File: config.mk
export PLATFORM = sky130hd
export DESIGN_NAME = sjr_method_sequencer_flat
export DESIGN_NICKNAME = d
export VERILOG_FILES = /design/src/rtl/sjr_seq_pkg.sv /design/src/rtl/sjr_method_sequencer_if.sv /design/src/rtl/sjr_sat_counter.sv /design/src/rtl/sjr_method_sequencer.sv /design/src/flat_wrapper.sv
export SDC_FILE = /design/constraint.sdc
export NUM_CORES = 1
export LEC_CHECK = 0
export BUFFER_PORTS_ARGS = -buffer_cell sky130_fd_sc_hd__buf_4
export CELL_PAD_IN_SITES_DETAIL_PLACEMENT = 2
export CELL_PAD_IN_SITES_GLOBAL_PLACEMENT = 2
export CORE_AREA = 10 10 162 89
export CTS_BUF_LIST = sky130_fd_sc_hd__clkbuf_16
export CTS_CLUSTER_DIAMETER = 30
export DETAILED_ROUTE_END_ITERATION = 16
export DIE_AREA = 0 0 172 99
export PLACE_DENSITY_LB_ADDON = 0.1
export SYNTH_ARGS = -nofsm -noshare
export SYNTH_HDL_FRONTEND = slang
export SYNTH_HIERARCHICAL = 1
export SYNTH_SLANG_ARGS = --single-unit
File: constraint.sdc
create_clock -name clk -period 3.2 [get_ports clk]
set_input_delay 0.64 -clock clk [delete_from_list [all_inputs] [get_ports clk]]
set_output_delay 0.64 -clock clk [all_outputs]
set_load 0.02 [all_outputs]
File: src/rtl/sjr_seq_pkg.sv
// Shared types and constants for the Synthesijer method-call sequencer.
package sjr_seq_pkg;

  localparam int unsigned CMD_W    = 4;
  localparam int unsigned STATUS_W = 2;

  typedef enum logic [1:0] {
    S_IDLE  = 2'd0,
    S_ISSUE = 2'd1,
    S_RUN   = 2'd2,
    S_DONE  = 2'd3
  } seq_state_t;

  localparam logic [STATUS_W-1:0] ST_OK      = 2'b00;
  localparam logic [STATUS_W-1:0] ST_BADIDX  = 2'b01;
  localparam logic [STATUS_W-1:0] ST_TIMEOUT = 2'b10;
  localparam logic [STATUS_W-1:0] ST_FINISH  = 2'b11;

endpackage

File: src/rtl/sjr_method_sequencer_if.sv
// Command/completion channel plus per-method req/busy pairs of the sequencer.
interface sjr_method_sequencer_if
  import sjr_seq_pkg::*;
#(
  parameter int unsigned NUM_METHODS = 4,
  parameter int unsigned CNT_WIDTH   = 32
);

  logic                   cmd_valid;
  logic                   cmd_ready;
  logic [CMD_W-1:0]       cmd_method;
  logic [NUM_METHODS-1:0] method_req;
  logic [NUM_METHODS-1:0] method_busy;
  logic                   finish_flag;
  logic                   done_valid;
  logic [STATUS_W-1:0]    done_status;
  logic [CNT_WIDTH-1:0]   done_cycles;
  logic                   active;

  // Host / generated-object side
  modport master (
    output cmd_valid, cmd_method, method_busy, finish_flag,
    input  cmd_ready, method_req, done_valid, done_status, done_cycles, active
  );

  // Sequencer side
  modport slave (
    input  cmd_valid, cmd_method, method_busy, finish_flag,
    output cmd_ready, method_req, done_valid, done_status, done_cycles, active
  );

endinterface

File: src/rtl/sjr_sat_counter.sv
// Saturating up-counter with synchronous clear/enable; exposes its next value
// so the caller can capture the count of the completing cycle.
module sjr_sat_counter #(
  parameter int unsigned CNT_WIDTH = 32
) (
  input  logic                 clk,
  input  logic                 rst,
  input  logic                 i_clr,
  input  logic                 i_en,
  output logic [CNT_WIDTH-1:0] o_count_nxt_c
);

  logic [CNT_WIDTH-1:0] r_count;

  // Clear wins over enable; hold at all-ones instead of wrapping
  always_comb begin
    o_count_nxt_c = r_count;
    if (i_clr) begin
      o_count_nxt_c = '0;
    end else if (i_en && (r_count != '1)) begin
      o_count_nxt_c = r_count + CNT_WIDTH'(1);
    end
  end

  always_ff @(posedge clk or posedge rst) begin
    if (rst) begin
      r_count <= '0;
    end else begin
      r_count <= o_count_nxt_c;
    end
  end

endmodule

File: src/rtl/sjr_method_sequencer.sv
// Issues one method call at a time into a Synthesijer object via req/busy and
// reports status plus elapsed cycles. Define SJR_SEQ_WATCHDOG_EN for the timeout.
module sjr_method_sequencer
  import sjr_seq_pkg::*;
#(
  parameter int unsigned NUM_METHODS = 4,
  parameter int unsigned CNT_WIDTH   = 32,
  parameter int unsigned TIMEOUT     = 1000000
) (
  input  logic                  clk,
  input  logic                  reset,
  sjr_method_sequencer_if.slave bus
);

  if ((NUM_METHODS < 1) || (NUM_METHODS > 16) || (TIMEOUT < 1)) begin : g_bad_cfg
    $error("sjr_method_sequencer: NUM_METHODS must be 1..16 and TIMEOUT nonzero");
  end

  seq_state_t             r_state, w_state_nxt;
  logic [CMD_W-1:0]       r_idx, w_idx_nxt;
  logic                   r_fin, w_fin_nxt;
  logic [STATUS_W-1:0]    r_status, w_status_nxt;
  logic [CNT_WIDTH-1:0]   r_cycles, w_cycles_nxt;
  logic [CNT_WIDTH-1:0]   w_count_nxt;
  logic [NUM_METHODS-1:0] r_req, w_req_nxt, w_sel;
  logic                   r_cmd_ready, r_done_valid, r_active;
  logic                   w_accept, w_cnt_en, w_busy_sel, w_idx_ok;

  assign w_accept   = (r_state == S_IDLE) && bus.cmd_valid && r_cmd_ready;
  assign w_cnt_en   = (r_state == S_ISSUE) || (r_state == S_RUN);
  assign w_idx_ok   = 32'(bus.cmd_method) < NUM_METHODS;
  // Busy of non-selected methods is masked off
  assign w_sel      = NUM_METHODS'(1) << r_idx;
  assign w_busy_sel = |(bus.method_busy & w_sel);

  sjr_sat_counter #(
    .CNT_WIDTH (CNT_WIDTH)
  ) u_cnt (
    .clk           (clk),
    .rst           (reset),
    .i_clr         (w_accept),
    .i_en          (w_cnt_en),
    .o_count_nxt_c (w_count_nxt)
  );

  always_comb begin
    w_state_nxt  = r_state;
    w_idx_nxt    = r_idx;
    w_fin_nxt    = r_fin;
    w_status_nxt = r_status;
    w_cycles_nxt = r_cycles;
    w_req_nxt    = '0;
    unique case (r_state)
      S_IDLE: begin
        if (w_accept) begin
          w_idx_nxt = bus.cmd_method;
          w_fin_nxt = 1'b0;
          if (w_idx_ok) begin
            w_state_nxt = S_ISSUE;
          end else begin
            w_state_nxt  = S_DONE;
            w_status_nxt = ST_BADIDX;
            w_cycles_nxt = '0;
          end
        end
      end
      S_ISSUE: begin
        w_fin_nxt = r_fin | bus.finish_flag;
        if (w_busy_sel) w_state_nxt = S_RUN;
      end
      S_RUN: begin
        w_fin_nxt = r_fin | bus.finish_flag;
        if (!w_busy_sel) begin
          w_state_nxt  = S_DONE;
          w_status_nxt = w_fin_nxt ? ST_FINISH : ST_OK;
          w_cycles_nxt = w_count_nxt;
        end
      end
      S_DONE:  w_state_nxt = S_IDLE;
      default: w_state_nxt = S_IDLE;
    endcase
`ifdef SJR_SEQ_WATCHDOG_EN
    // Timeout overrides a busy fall seen on the same edge
    if (w_cnt_en && (w_count_nxt == CNT_WIDTH'(TIMEOUT))) begin
      w_state_nxt  = S_DONE;
      w_status_nxt = ST_TIMEOUT;
      w_cycles_nxt = CNT_WIDTH'(TIMEOUT);
    end
`endif
    if (w_state_nxt == S_ISSUE) w_req_nxt = NUM_METHODS'(1) << w_idx_nxt;
  end

  // Outputs are registered from the next state so they line up with it
  always_ff @(posedge clk or posedge reset) begin
    if (reset) begin
      r_state      <= S_IDLE;
      r_idx        <= '0;
      r_fin        <= 1'b0;
      r_status     <= ST_OK;
      r_cycles     <= '0;
      r_req        <= '0;
      r_cmd_ready  <= 1'b1;
      r_done_valid <= 1'b0;
      r_active     <= 1'b0;
    end else begin
      r_state      <= w_state_nxt;
      r_idx        <= w_idx_nxt;
      r_fin        <= w_fin_nxt;
      r_status     <= w_status_nxt;
      r_cycles     <= w_cycles_nxt;
      r_req        <= w_req_nxt;
      r_cmd_ready  <= (w_state_nxt == S_IDLE);
      r_done_valid <= (w_state_nxt == S_DONE);
      r_active     <= (w_state_nxt == S_ISSUE) || (w_state_nxt == S_RUN);
    end
  end

  assign bus.cmd_ready   = r_cmd_ready;
  assign bus.method_req  = r_req;
  assign bus.done_valid  = r_done_valid;
  assign bus.done_status = r_status;
  assign bus.done_cycles = r_cycles;
  assign bus.active      = r_active;

endmodule

File: src/flat_wrapper.sv
// flat-port wrapper written by rule: the top's interface ports become plain ports
module sjr_method_sequencer_flat import sjr_seq_pkg::*;
#(
  parameter int unsigned NUM_METHODS = 4,
  parameter int unsigned CNT_WIDTH   = 32,
  parameter int unsigned TIMEOUT     = 1000000
)
  (clk, reset, bus_cmd_valid, bus_cmd_method, bus_method_busy, bus_finish_flag, bus_cmd_ready, bus_method_req, bus_done_valid, bus_done_status, bus_done_cycles, bus_active);
  sjr_method_sequencer_if #(.NUM_METHODS(NUM_METHODS), .CNT_WIDTH(CNT_WIDTH)) bus_i ();
  input  logic clk;
  input  logic reset;
  input wire logic [$bits(bus_i.cmd_valid)-1:0] bus_cmd_valid;
  input wire logic [$bits(bus_i.cmd_method)-1:0] bus_cmd_method;
  input wire logic [$bits(bus_i.method_busy)-1:0] bus_method_busy;
  input wire logic [$bits(bus_i.finish_flag)-1:0] bus_finish_flag;
  output wire logic [$bits(bus_i.cmd_ready)-1:0] bus_cmd_ready;
  output wire logic [$bits(bus_i.method_req)-1:0] bus_method_req;
  output wire logic [$bits(bus_i.done_valid)-1:0] bus_done_valid;
  output wire logic [$bits(bus_i.done_status)-1:0] bus_done_status;
  output wire logic [$bits(bus_i.done_cycles)-1:0] bus_done_cycles;
  output wire logic [$bits(bus_i.active)-1:0] bus_active;
  assign bus_i.cmd_valid = bus_cmd_valid;
  assign bus_i.cmd_method = bus_cmd_method;
  assign bus_i.method_busy = bus_method_busy;
  assign bus_i.finish_flag = bus_finish_flag;
  assign bus_cmd_ready = bus_i.cmd_ready;
  assign bus_method_req = bus_i.method_req;
  assign bus_done_valid = bus_i.done_valid;
  assign bus_done_status = bus_i.done_status;
  assign bus_done_cycles = bus_i.done_cycles;
  assign bus_active = bus_i.active;
  sjr_method_sequencer #(.NUM_METHODS(NUM_METHODS), .CNT_WIDTH(CNT_WIDTH), .TIMEOUT(TIMEOUT)) u_core (.clk(clk), .reset(reset), .bus(bus_i));
endmodule
* After elaboration in Yosys (flattened, before gate mapping)
Index checks and enable logic that the tools add are counted.
** Storage, ports and cells
- Bits in registers :: 80
- Input port bits :: 12
- Output and inout bits :: 41
- Logic and storage cells :: 60
** Operators by class
- $add $sub $neg :: 1
- $lt $le $gt $ge :: 1
- Equal/unequal tests :: 10
- Shifts and indexed selects :: 2
- Muxes and demuxes :: 21
- Bitwise gates (word level) :: 2
- Reductions and logical operators :: 13
** Operator list (count)
- $mux W32 :: 5
- $pmux W32 S2 :: 1
- $add A32 B1 Y32 const B :: 1
- $ne A32 B32 Y1 const B :: 1
- $mux W2 :: 8
- $mux W4 :: 3
- $eq A2 B2 Y1 const B :: 4
- $pmux W2 S4 :: 1
- $shl A1 B4 Y4 const A :: 2
- $ne A2 B2 Y1 const B :: 3
- $and A4 B4 Y4 :: 1
- $eq A2 B1 Y1 const B :: 2
- $logic_not A2 Y1 :: 2
- $lt A4 B3 Y1 const B :: 1
- $pmux W2 S2 :: 1
- $reduce_and A4 Y1 :: 1
- $reduce_bool A2 Y1 :: 2
- $reduce_or A4 Y1 :: 1
- $logic_and A1 B1 Y1 :: 3
- $logic_or A1 B1 Y1 :: 2
- $pmux W1 S2 :: 1
- $reduce_and A2 Y1 :: 1
- $reduce_or A2 Y1 :: 1
- $mux W1 :: 1
- $or A1 B1 Y1 :: 1

* Longest topological paths before layout
Gate-level depths: netlist of run 1.
- Word-level depth :: 7
- Mapped depth :: 10
- Depth with buffers taken out :: 10

* Cells and area by module
Netlist of run 1, hierarchy kept.
** By module, submodules not included
- sjr_method_sequencer :: times used 1, cells an instance 216, area an instance 2233.4 sq um, sequential area each 1202.4 sq um
- sjr_sat_counter :: times used 1, cells an instance 197, area an instance 1825.5 sq um, sequential area each 800.8 sq um

* Worst setup path before layout of run 1
Ideal clock, no wire load.
- Path kind :: register -> register
- Start :: reg u_core.r_state[0]
- End :: reg u_core.r_cycles[27], in the netlist u_core/bus.done_cycles[27]
- Setup time :: 79 ps
- Arrival time :: 2255 ps
- Data required time :: 3121 ps
- Setup slack :: 865 ps
- Stages on the path, launching flop included :: 11
- Buffers on the path :: 1
- Period minus slack after synthesis :: 2335 ps
- Cells stage by stage :: dfrtp_1 > inv_1 > ha_1 > inv_1 > nor4_1 > o311ai_1 > buf_4 > or3_2 > a21oi_2 > inv_1 > mux2i_1
** On the way
- Word-level cells in the longest chain between the ends :: 7
- Elaborated cells between the ends (all ways) :: 16
- Those cells by class :: 5 x eq/ne; 4 x mux; 7 x reduce/logical
** RTL lines
- start, declared :: line sjr_method_sequencer.sv:19 : seq_state_t r_state, w_state_nxt;
- start signal, assigned :: line sjr_method_sequencer.sv:106 : r_state <= w_state_nxt;
- $eq A2 B1 Y1 or $eq A2 B2 Y1 (tied branches) :: line sjr_method_sequencer.sv:30 : assign w_cnt_en = (r_state == S_ISSUE) || (r_state == S_RUN);
- $logic_or A1 B1 Y1 (*) :: line sjr_method_sequencer.sv:30
- via u_core.w_cnt_en :: line sjr_method_sequencer.sv:27 : logic w_accept, w_cnt_en, w_busy_sel, w_idx_ok;
- $logic_and A1 B1 Y1 (*) :: line sjr_sat_counter.sv:20 : end else if (i_en && (r_count != '1)) begin
- $mux W32 (*) :: line sjr_sat_counter.sv:20
- $mux W32 (*) :: line sjr_sat_counter.sv:18 : if (i_clr) begin
- via u_core.w_count_nxt[27] :: line sjr_method_sequencer.sv:24 : logic [CNT_WIDTH-1:0] w_count_nxt;
- $mux W32 (*) :: line sjr_method_sequencer.sv:73 : if (!w_busy_sel) begin
- $pmux W32 S2 (*) :: line sjr_method_sequencer.sv:53 : unique case (r_state)
- end signal, assigned :: line sjr_method_sequencer.sv:110 : r_cycles <= w_cycles_nxt;
- end, declared :: line sjr_method_sequencer.sv:23 : logic [CNT_WIDTH-1:0] r_cycles, w_cycles_nxt;
Mark *: on every way through the listed nets, which the timed path passes. The rest lies on a longest branch. The select of a mux whose other input is x is not followed.
A chain may end at the register's enable or synchronous reset.

* Final worst setup path of run 1
- Start :: reg u_core.u_cnt.r_count[1]
- End :: reg u_core.r_cycles[3], in the netlist u_core/bus.done_cycles[3]
** On the way
- Word-level cells in the longest chain between the ends :: 6
- Elaborated cells between the ends (all ways) :: 7
- Those cells by class :: 1 x add/sub; 1 x eq/ne; 4 x mux; 1 x reduce/logical
** RTL lines
- start, declared :: line sjr_sat_counter.sv:13 : logic [CNT_WIDTH-1:0] r_count;
- start signal, assigned :: line sjr_sat_counter.sv:29 : r_count <= o_count_nxt_c;
- parallel branches: the longest is 2 deep, another holds $add A32 B1 Y32
- $mux W32 (*) :: line sjr_sat_counter.sv:20
- $mux W32 (*) :: line sjr_sat_counter.sv:18
- via u_core.w_count_nxt[3] :: line sjr_method_sequencer.sv:24
- $mux W32 (*) :: line sjr_method_sequencer.sv:73
- $pmux W32 S2 (*) :: line sjr_method_sequencer.sv:53
Mark *: on every way through the listed nets, which the timed path passes. The select of a mux whose other input is x is not followed.

==> out/qor.txt, run 1 <==
=====================================================================================================
Run status                                                                               finished, final reports clean
Worst-path cell chain                                                                    ha_1 -> nand3_2 -> or4_1 -> o31ai_4 -> o21ai_1 -> a21oi_1 -> inv_1 -> mux2i_1
Post-synthesis share of cell area spent on full adders, half adders and majority gates        0.01850
DRC marker count from the first detailed-route iteration                                          139
CP bufs+invs                                                                                        1
Total detailed-routing wirelength                                                        11960 microns
Maximum level of the CTS H-tree                                                                     3
Total global routing track utilization                                                         0.1455
Portion of the clock cycle consumed by the worst path in the final layout                      0.8874
Worst EP arrival                                                                              3.10 ns
Sinks on the clock net                                                                             80
Critical Path RT                                                                              3.46 ns
Number of buffers inserted for hold repair after clock tree synthesis                               0
Net switching fraction of the power                                                            0.3940
Setup TNS Final                                                                                  0 ns
Post-layout util                                                                               0.4187
Area growth from synthesis to layout                                                           19.27%
IR drop worst, VDD                                                                        0.0003493 V
Final count of hold timing violations                                                               0
Die boundary height                                                                        99 microns
Synthesized flop and latch total                                                                   80
Antenna diodes                                                                                      0
Worst min-delay path category                                                             in -> async
Max Clk Rate                                                                               0.3522 GHz
Fraction of power consumed by the clock network                                                 0.245
CTS tree                                                                                        built
Share of the yosys chip area belonging to registers                                            0.4935
Complex-gate fraction of the synthesized area                                                 0.09926
Die ar.                                                                                  0.01703 sq mm
Placer Congestion                                                                              0.7904
Proportion of synthesized area in mux cells                                                    0.1014
Total standard cell area after synthesis                                                 0.004059 sq mm
DRC errors left                                                                                     0
Average wire per standard cell                                                           19.27 microns
Grt total ovfl                                                                                      0
Final Max Slew Viols                                                                                0
Proportion of power drawn by flip-flops and latches                                             0.361
Core Area                                                                                0.01156 sq mm
Share of synthesized cell area in and, or, nand and nor gates                                  0.1930
Cell internal pwr                                                                             2533 uW
DR pass1 iterations                                                                                 4
Post-Syn Nets                                                                                     431
Top post-synthesis cells by area                                                         sky130_fd_sc_hd__dfrtp_1 (49%), sky130_fd_sc_hd__mux2i_1 (9.9%), sky130_fd_sc_hd__nand2_1 (5.1%)
Worst setup slack before clock tree synthesis                                               0.3590 ns
Overall via count from detail_route                                                              3250
Slew margin rel.                                                                               0.2769
Mean post-synth cell area                                                                 9.828 sq um
HPWL after detailed placement                                                            8661 microns
Setup repair after global routing missed its margin                                             false
Via count of the first global-routing pass                                                       3458
Cts repair resizes                                                                                  0
Final count of negative-setup-slack endpoints                                                       0
Combinational fraction of design power                                                          0.394
Transition time at the pin with the least slew margin                                        1.085 ns
Number of buffers inserted by post-CTS setup repair                                                 0
Top flip-flop cell by instance count after synthesis                                     sky130_fd_sc_hd__dfrtp_1
Horiz. Die Dim                                                                            172 microns
Non-filler cells, final                                                                           621
Root cell of the clock tree                                                              sky130_fd_sc_hd__clkbuf_16
Warning count from the yosys run                                                                    6
Critical-path top delay cell                                                             sky130_fd_sc_hd__or4_1
Starting density of the core                                                                   0.3511
Commonest cells after routing, fill and taps aside                                       sky130_fd_sc_hd__dfrtp_1 (79), sky130_fd_sc_hd__buf_4 (60), sky130_fd_sc_hd__nand2_1 (55), sky130_fd_sc_hd__inv_1 (46), sky130_fd_sc_hd__mux2i_1 (40)
Worst path setup slack after routing                                                        0.3604 ns
Count of fill cells added during filler insertion                                                1241
Share of the synthesized netlist area taken by xor and xnor gates                             0.01510
Crit-path max FO                                                                                   16
Largest stage delay on the critical path                                                      0.73 ns
Share of Yosys cell area claimed by the top area cell type                                     0.4871
Setup skew after layout                                                                   0.006918 ns
Sw Pwr                                                                                        1647 uW
Port Buffers                                                                                       52
Inserted Clock Buffers                                                                              9
Gate count of the mapped netlist                                                                  413
Crit end category                                                                                flop
Largest family of logic cells by synthesized area                                        simple AND/OR/NAND/NOR gates
Routed vias/inst                                                                                5.233
Fin crit period                                                                              2.840 ns
Share of final-layout standard cells stronger than drive strength 1                            0.2059
CP Launch Type                                                                                   flop
Core Rows                                                                                          28
Async S/R FF share, synth                                                                       1.000
Number of cells in the design after placement                                                     606
Post-route antenna net violation count                                                              0
Maximum number of pins on one net before global-route repair                                       49
Leading cell type in the layout, fill and taps excluded                                  sky130_fd_sc_hd__dfrtp_1
Number of I/O pins                                                                                 53
Buffers from clock root to sink, at most                                                            2
Number of library cell types mapped by synthesis                                                   47
Antenna violations before repair                                                                    0
Worst setup path category                                                                  reg -> reg
PnR Total Power                                                                               4179 uW
Clock-pin slew on the worst setup and hold paths                                              0.06 ns
Leak Pwr                                                                                  0.002300 uW
Crit path max-delay family                                                               compound AO/OA/AOI/OAI gates
Final Net Count                                                                                   485
Global-route wire length before repair                                                   19600 microns
Power density over the cells                                                             863.3 mW/mm^2
Area leader, netlist                                                                     sky130_fd_sc_hd__dfrtp_1
Later-pin clock latency in the skew report                                                    0.34 ns
EDFF count, synth                                                                                   0
Number of max-cap violations                                                                        0
=====================================================================================================
==> synth_stat cells (4+ instances only) <==
master                     instances
sky130_fd_sc_hd__dfrtp_1          79
sky130_fd_sc_hd__nand2_1          55
sky130_fd_sc_hd__inv_1            47
sky130_fd_sc_hd__mux2i_1          40
sky130_fd_sc_hd__a21oi_1          21
sky130_fd_sc_hd__nor2_1           19
sky130_fd_sc_hd__or3_1            16
sky130_fd_sc_hd__nand3_1          11
sky130_fd_sc_hd__nand4_1          11
sky130_fd_sc_hd__o21ai_0          11
sky130_fd_sc_hd__o21ai_1          11
sky130_fd_sc_hd__clkbuf_1          9
sky130_fd_sc_hd__nor4_1            8
sky130_fd_sc_hd__or3_2             7
sky130_fd_sc_hd__ha_1              6
sky130_fd_sc_hd__a21oi_2           5
sky130_fd_sc_hd__o31ai_1           5
sky130_fd_sc_hd__xor2_1            5
sky130_fd_sc_hd__nor3_1            4
sky130_fd_sc_hd__or4_1             4
==> state kept, by name (all words and copies together), names as in the netlist, 2 cells and up <==
name                    cells
u_core/bus.method_req       4
u_core/r_idx                4
u_core/bus.done_cycles     32
u_core/bus.done_status      2
u_core/r_state              2
u_core/u_cnt/r_count       32
==> power groups by stage <==
| stage | logic (uW) | registers, uW | clock network [uW] |
|---|---|---|---|
| after floorplan | 881 | 1730 | 0 |
| after global placement | 1630 | 1510 | 0 |
| after detailed placement | 1680 | 1530 | 0 |
| after CTS | 1690 | 1520 | 1060 |
| after global routing | 1820 | 1560 | 1110 |
| final | 1650 | 1510 | 1020 |
==> routing by layer <==
| layer | GRT usage | wire length, microns |
|---|---|---|
| met3 | 0.04538 | 728 |
| met5 | 0 | 0 |
| met4 | 0.03162 | 81 |
| met2 | 0.2004 | 4881 |
| met1 | 0.2143 | 6273 |
==> through the flow <==
step / cell area [sq um] / hold slack [ns]
after floorplan: 4059 / 0.4991
after global placement: 4556 / 0.5130
after detailed placement: 4556 / 0.5270
after CTS: 4841 / 0.5033
after global routing: 4841 / 0.5196
final: 4841 / 0.5160
==> worst reg2reg max path: stages (launching register included) <==
cell,delay [ns]
sky130_fd_sc_hd__dfrtp_1,0.45
sky130_fd_sc_hd__ha_1,0.22
sky130_fd_sc_hd__nand3_2,0.15
sky130_fd_sc_hd__or4_1,0.73
sky130_fd_sc_hd__o31ai_4,0.66
sky130_fd_sc_hd__o21ai_1,0.16
sky130_fd_sc_hd__a21oi_1,0.22
sky130_fd_sc_hd__inv_1,0.06
sky130_fd_sc_hd__mux2i_1,0.12
==> cell families (layout without fill, tap and decap cells) <==
family / count (synthesis) / in the layout
AO/OA/AOI/OAI: 63 / 63
XOR/XNOR: 7 / 7
adder cells (fa/ha/maj): 6 / 6
buffers and inverters: 65 / 123
flip-flops: 80 / 80
multiplexers: 41 / 41
AND/OR/NAND/NOR: 151 / 151
==> worst paths after layout <==
path / start / cells past startpoint / slack (ns) / endpoint
hold reg to reg: u_core/bus.done_cycles[9]$_DFFE_PP0P_ / 2 / 0.53 / u_core/bus.done_cycles[9]$_DFFE_PP0P_
setup reg to reg: u_core/u_cnt/r_count[1]$_DFF_PP0_ / 8 / 0.36 / u_core/bus.done_cycles[3]$_DFFE_PP0P_
hold / removal: reset / 2 / 0.52 / u_core/u_cnt/r_count[10]$_DFF_PP0_
setup / recovery: u_core/u_cnt/r_count[1]$_DFF_PP0_ / 8 / 0.36 / u_core/bus.done_cycles[3]$_DFFE_PP0P_
max in group asynchronous: reset / 2 / 1.93 / u_core/bus.done_cycles[5]$_DFFE_PP0P_
min in group clk: bus_cmd_method[1] / 3 / 0.52 / u_core/r_idx[1]$_DFF_PP0_
==> final cells by class <==
class / count / area, sq um / area share
multi-input combinational: 268 / 1734 / 0.3582
inverter: 48 / 180.2 / 0.03722
sequential: 80 / 2003 / 0.4138
tap: 150 / 187.7 / 0.03877
clock buffer: 9 / 225.2 / 0.04652
clock inverter: 6 / 60.06 / 0.01241
timing repair buffer: 60 / 450.4 / 0.09305
Note: power is estimated with default switching activity, not from simulation.
==> run 2, diff against run 1 <==
--- a/config.mk
+++ b/config.mk
@@ -8,13 +8,12 @@
 export BUFFER_PORTS_ARGS = -buffer_cell sky130_fd_sc_hd__buf_4
 export CELL_PAD_IN_SITES_DETAIL_PLACEMENT = 2
 export CELL_PAD_IN_SITES_GLOBAL_PLACEMENT = 2
-export CORE_AREA = 10 10 162 89
+export CORE_AREA = 10 10 166 91
 export CTS_BUF_LIST = sky130_fd_sc_hd__clkbuf_16
 export CTS_CLUSTER_DIAMETER = 30
 export DETAILED_ROUTE_END_ITERATION = 16
-export DIE_AREA = 0 0 172 99
+export DIE_AREA = 0 0 176 101
 export PLACE_DENSITY_LB_ADDON = 0.1
 export SYNTH_ARGS = -nofsm -noshare
 export SYNTH_HDL_FRONTEND = slang
-export SYNTH_HIERARCHICAL = 1
 export SYNTH_SLANG_ARGS = --single-unit
==> out/qor.txt, run 2 <==
========================================================================================
Share of Yosys cell area claimed by the top area cell type                        0.4588
Setup TNS Final                                                                     0 ns
DRC marker count from the first detailed-route iteration                             312
Critical-path top delay cell                                                sky130_fd_sc_hd__nor4_1
Core Area                                                                   0.01226 sq mm
Max Clk Rate                                                                  0.3593 GHz
Number of max-cap violations                                                           0
Later-pin clock latency in the skew report                                       0.35 ns
Most frequently used cell type in the post-synthesis netlist                sky130_fd_sc_hd__dfrtp_1
Share of final-layout standard cells stronger than drive strength 1               0.1950
Routed vias/inst                                                                   5.899
Overall via count from detail_route                                                 4088
Number of buffers inserted for hold repair after clock tree synthesis                  0
Commonest cells after routing, fill and taps aside                          sky130_fd_sc_hd__dfrtp_1 (79), sky130_fd_sc_hd__buf_4 (70), sky130_fd_sc_hd__nand2_1 (50), sky130_fd_sc_hd__nand3_1 (37), sky130_fd_sc_hd__a21oi_1 (34)
Slew margin rel.                                                                  0.2728
Async S/R FF share, synth                                                          1.000
Final count of negative-setup-slack endpoints                                          0
Reg-to-reg startpoint                                                       u_core.r_state[1]$_DFF_PP0_
Fin crit period                                                                 2.783 ns
Die boundary height                                                          101 microns
Area leader, netlist                                                        sky130_fd_sc_hd__dfrtp_1
Grt total ovfl                                                                         0
Worst setup slack before clock tree synthesis                                  0.2164 ns
Synthesized flop and latch total                                                      80
Horiz. Die Dim                                                               176 microns
Crit-path max FO                                                                       7
Die ar.                                                                     0.01778 sq mm
Transition time at the pin with the least slew margin                           1.091 ns
Largest stage delay on the critical path                                         0.65 ns
Post-Syn Nets                                                                        486
Maximum level of the CTS H-tree                                                        3
Leading cell type in the layout, fill and taps excluded                     sky130_fd_sc_hd__dfrtp_1
Sinks on the clock net                                                                80
Worst min-delay path category                                                in -> async
Antenna violations before repair                                                       0
Final Max Slew Viols                                                                   0
Launch point of the critical path                                           u_core.r_state[1]$_DFF_PP0_
Mean post-synth cell area                                                    9.208 sq um
Clock-pin slew on the worst setup and hold paths                                 0.06 ns
CP bufs+invs                                                                           1
Global-route wire length before repair                                      25430 microns
Portion of the clock cycle consumed by the worst path in the final layout         0.8696
Total global routing track utilization                                            0.1794
Antenna diodes                                                                         0
Setup repair after global routing missed its margin                                false
HPWL after detailed placement                                               10930 microns
Final count of hold timing violations                                                  0
CTS tree                                                                           built
Post-route antenna net violation count                                                 0
Worst path setup slack after routing                                           0.4172 ns
Top flip-flop cell by instance count after synthesis                        sky130_fd_sc_hd__dfrtp_1
Gate count of the mapped netlist                                                     468
Run status                                                                  finished, final reports clean
Warning count from the yosys run                                                       0
DRC errors left                                                                        0
Leading post-synthesis cells by instance count                              sky130_fd_sc_hd__dfrtp_1 (79), sky130_fd_sc_hd__nand2_1 (50), sky130_fd_sc_hd__nand3_1 (37)
Area growth from synthesis to layout                                              21.84%
Share of the yosys chip area belonging to registers                               0.4649
Maximum number of pins on one net before global-route repair                          44
Port Buffers                                                                          52
Top post-synthesis cells by area                                            sky130_fd_sc_hd__dfrtp_1 (46%), sky130_fd_sc_hd__nand2_1 (4.4%), sky130_fd_sc_hd__nand3_1 (4.3%)
Final Net Count                                                                      537
Root cell of the clock tree                                                 sky130_fd_sc_hd__clkbuf_16
CP Launch Type                                                                      flop
Core Rows                                                                             29
Crit end category                                                                   flop
Buffers from clock root to sink, at most                                               2
Number of I/O pins                                                                    53
Cts repair resizes                                                                     0
Worst EP arrival                                                                 3.01 ns
Number of buffers inserted by post-CTS setup repair                                    0
Total detailed-routing wirelength                                           15650 microns
EDFF count, synth                                                                      0
IR drop worst, VDD                                                           0.0003734 V
Power density over the cells                                                945.0 mW/mm^2
Placer Congestion                                                                 0.7802
Crit path max-delay family                                                  simple AND/OR/NAND/NOR gates
Worst-path cell chain                                                       inv_1 -> ha_1 -> and4_1 -> nand3_1 -> nor4_1 -> a211oi_1 -> a211o_1
Leak Pwr                                                                     0.002239 uW
Starting density of the core                                                      0.3514
Critical Path RT                                                                 3.43 ns
Total standard cell area after synthesis                                    0.004309 sq mm
Via count of the first global-routing pass                                          4357
Number of library cell types mapped by synthesis                                      51
Setup skew after layout                                                      0.008369 ns
Average wire per standard cell                                              22.58 microns
Worst setup path category                                                     reg -> reg
Inserted Clock Buffers                                                                 9
Final instance area                                                         0.005250 sq mm
Cell area after placement                                                   0.004940 sq mm
DR pass1 iterations                                                                    4
========================================================================================
==> run 2: changes by cell type in the layout (fill, tap and decap cells not counted), moves of 13 or more <==
| cell | change |
|---|---|
| sky130_fd_sc_hd__o21ai_0 | +17 |
| sky130_fd_sc_hd__a21oi_1 | +13 |
| sky130_fd_sc_hd__nand3_1 | +26 |
| sky130_fd_sc_hd__mux2i_1 | -36 |
| sky130_fd_sc_hd__o211ai_1 | +24 |
| sky130_fd_sc_hd__or4_1 | +20 |
| sky130_fd_sc_hd__inv_1 | -35 |
==> run 2: per-stage QoR <==
| step | utilization | instances | hold WS [ns] | total power, uW |
|---|---|---|---|---|
| after global placement | 0.4028 | 678 | 0.4686 | 3712 |
| after floorplan | - | 468 | 0.4699 | 2908 |
| after CTS | 0.4281 | 693 | 0.4068 | 5003 |
| final | 0.4281 | 693 | 0.3875 | 4961 |
| after global routing | 0.4281 | 693 | 0.4341 | 5319 |
| after detailed placement | 0.4028 | 678 | 0.4844 | 3851 |
==> run 2: worst reg2reg max path, delay by kind of cell (launching register included) <==
kind	cells	cell delay (ns)
AND/OR/NAND/NOR	3	1.27
AO/OA/AOI/OAI	2	0.49
adder cells (fa/ha/maj)	1	0.42
flip-flops	1	0.37
buffers and inverters	1	0.12
==> run 2: final cells by class <==
cell class	count	area [sq um]
Clock buffer	9	225.2
Clock inverter	6	85.08
Fill cell	1388	7014
Inverter	12	46.29
Multi-Input combinational cell	345	2132
Sequential cell	80	2003
Tap cell	170	212.7
Timing Repair Buffer	71	545.5
==> run 2: cell families (layout without fill, tap and decap cells) <==
kind of cell | count (synthesis) | in the layout | share of synthesized area
compound gates | 120 | 120 | 0.1797
xor+xnor | 1 | 1 | 0.002033
fa+ha+maj | 6 | 6 | 0.01742
buf+inv | 43 | 98 | 0.04123
flops | 80 | 80 | 0.4649
mux | 5 | 5 | 0.01452
simple gates | 213 | 213 | 0.2802
==> run 2: final timing paths <==
path / depth (start not counted) / slack [ns] / endpoint
worst max-delay path: 7 / 0.42 / u_core.bus.done_cycles[25]$_DFFE_PP0P_
worst min-delay path: 2 / 0.39 / u_core.bus.method_req[1]$_DFF_PP0_
worst max register to register: 7 / 0.42 / u_core.bus.done_cycles[25]$_DFFE_PP0P_
worst min register to register: 2 / 0.49 / u_core.bus.done_cycles[21]$_DFFE_PP0P_
max in group asynchronous: 3 / 2.13 / u_core.u_cnt.r_count[21]$_DFF_PP0_
min in group clk: 2 / 0.49 / u_core.bus.done_cycles[21]$_DFFE_PP0P_
==> run 2: power by group <==
part	switching, uW	total [uW]	internal, uW	leakage (uW)
Combinational	1260	1960	697	0.00104
Sequential	479	1880	1400	0.00105
Clock	443	1120	677	0.000149
==> run 2: routing by layer <==
layer,share of wire,GRT usage,wire (microns)
met3,0.068,0.03815,1068
met1,0.49,0.2622,7669
met2,0.44,0.2631,6852
met4,0.0036,0.03951,56
met5,0,0,0
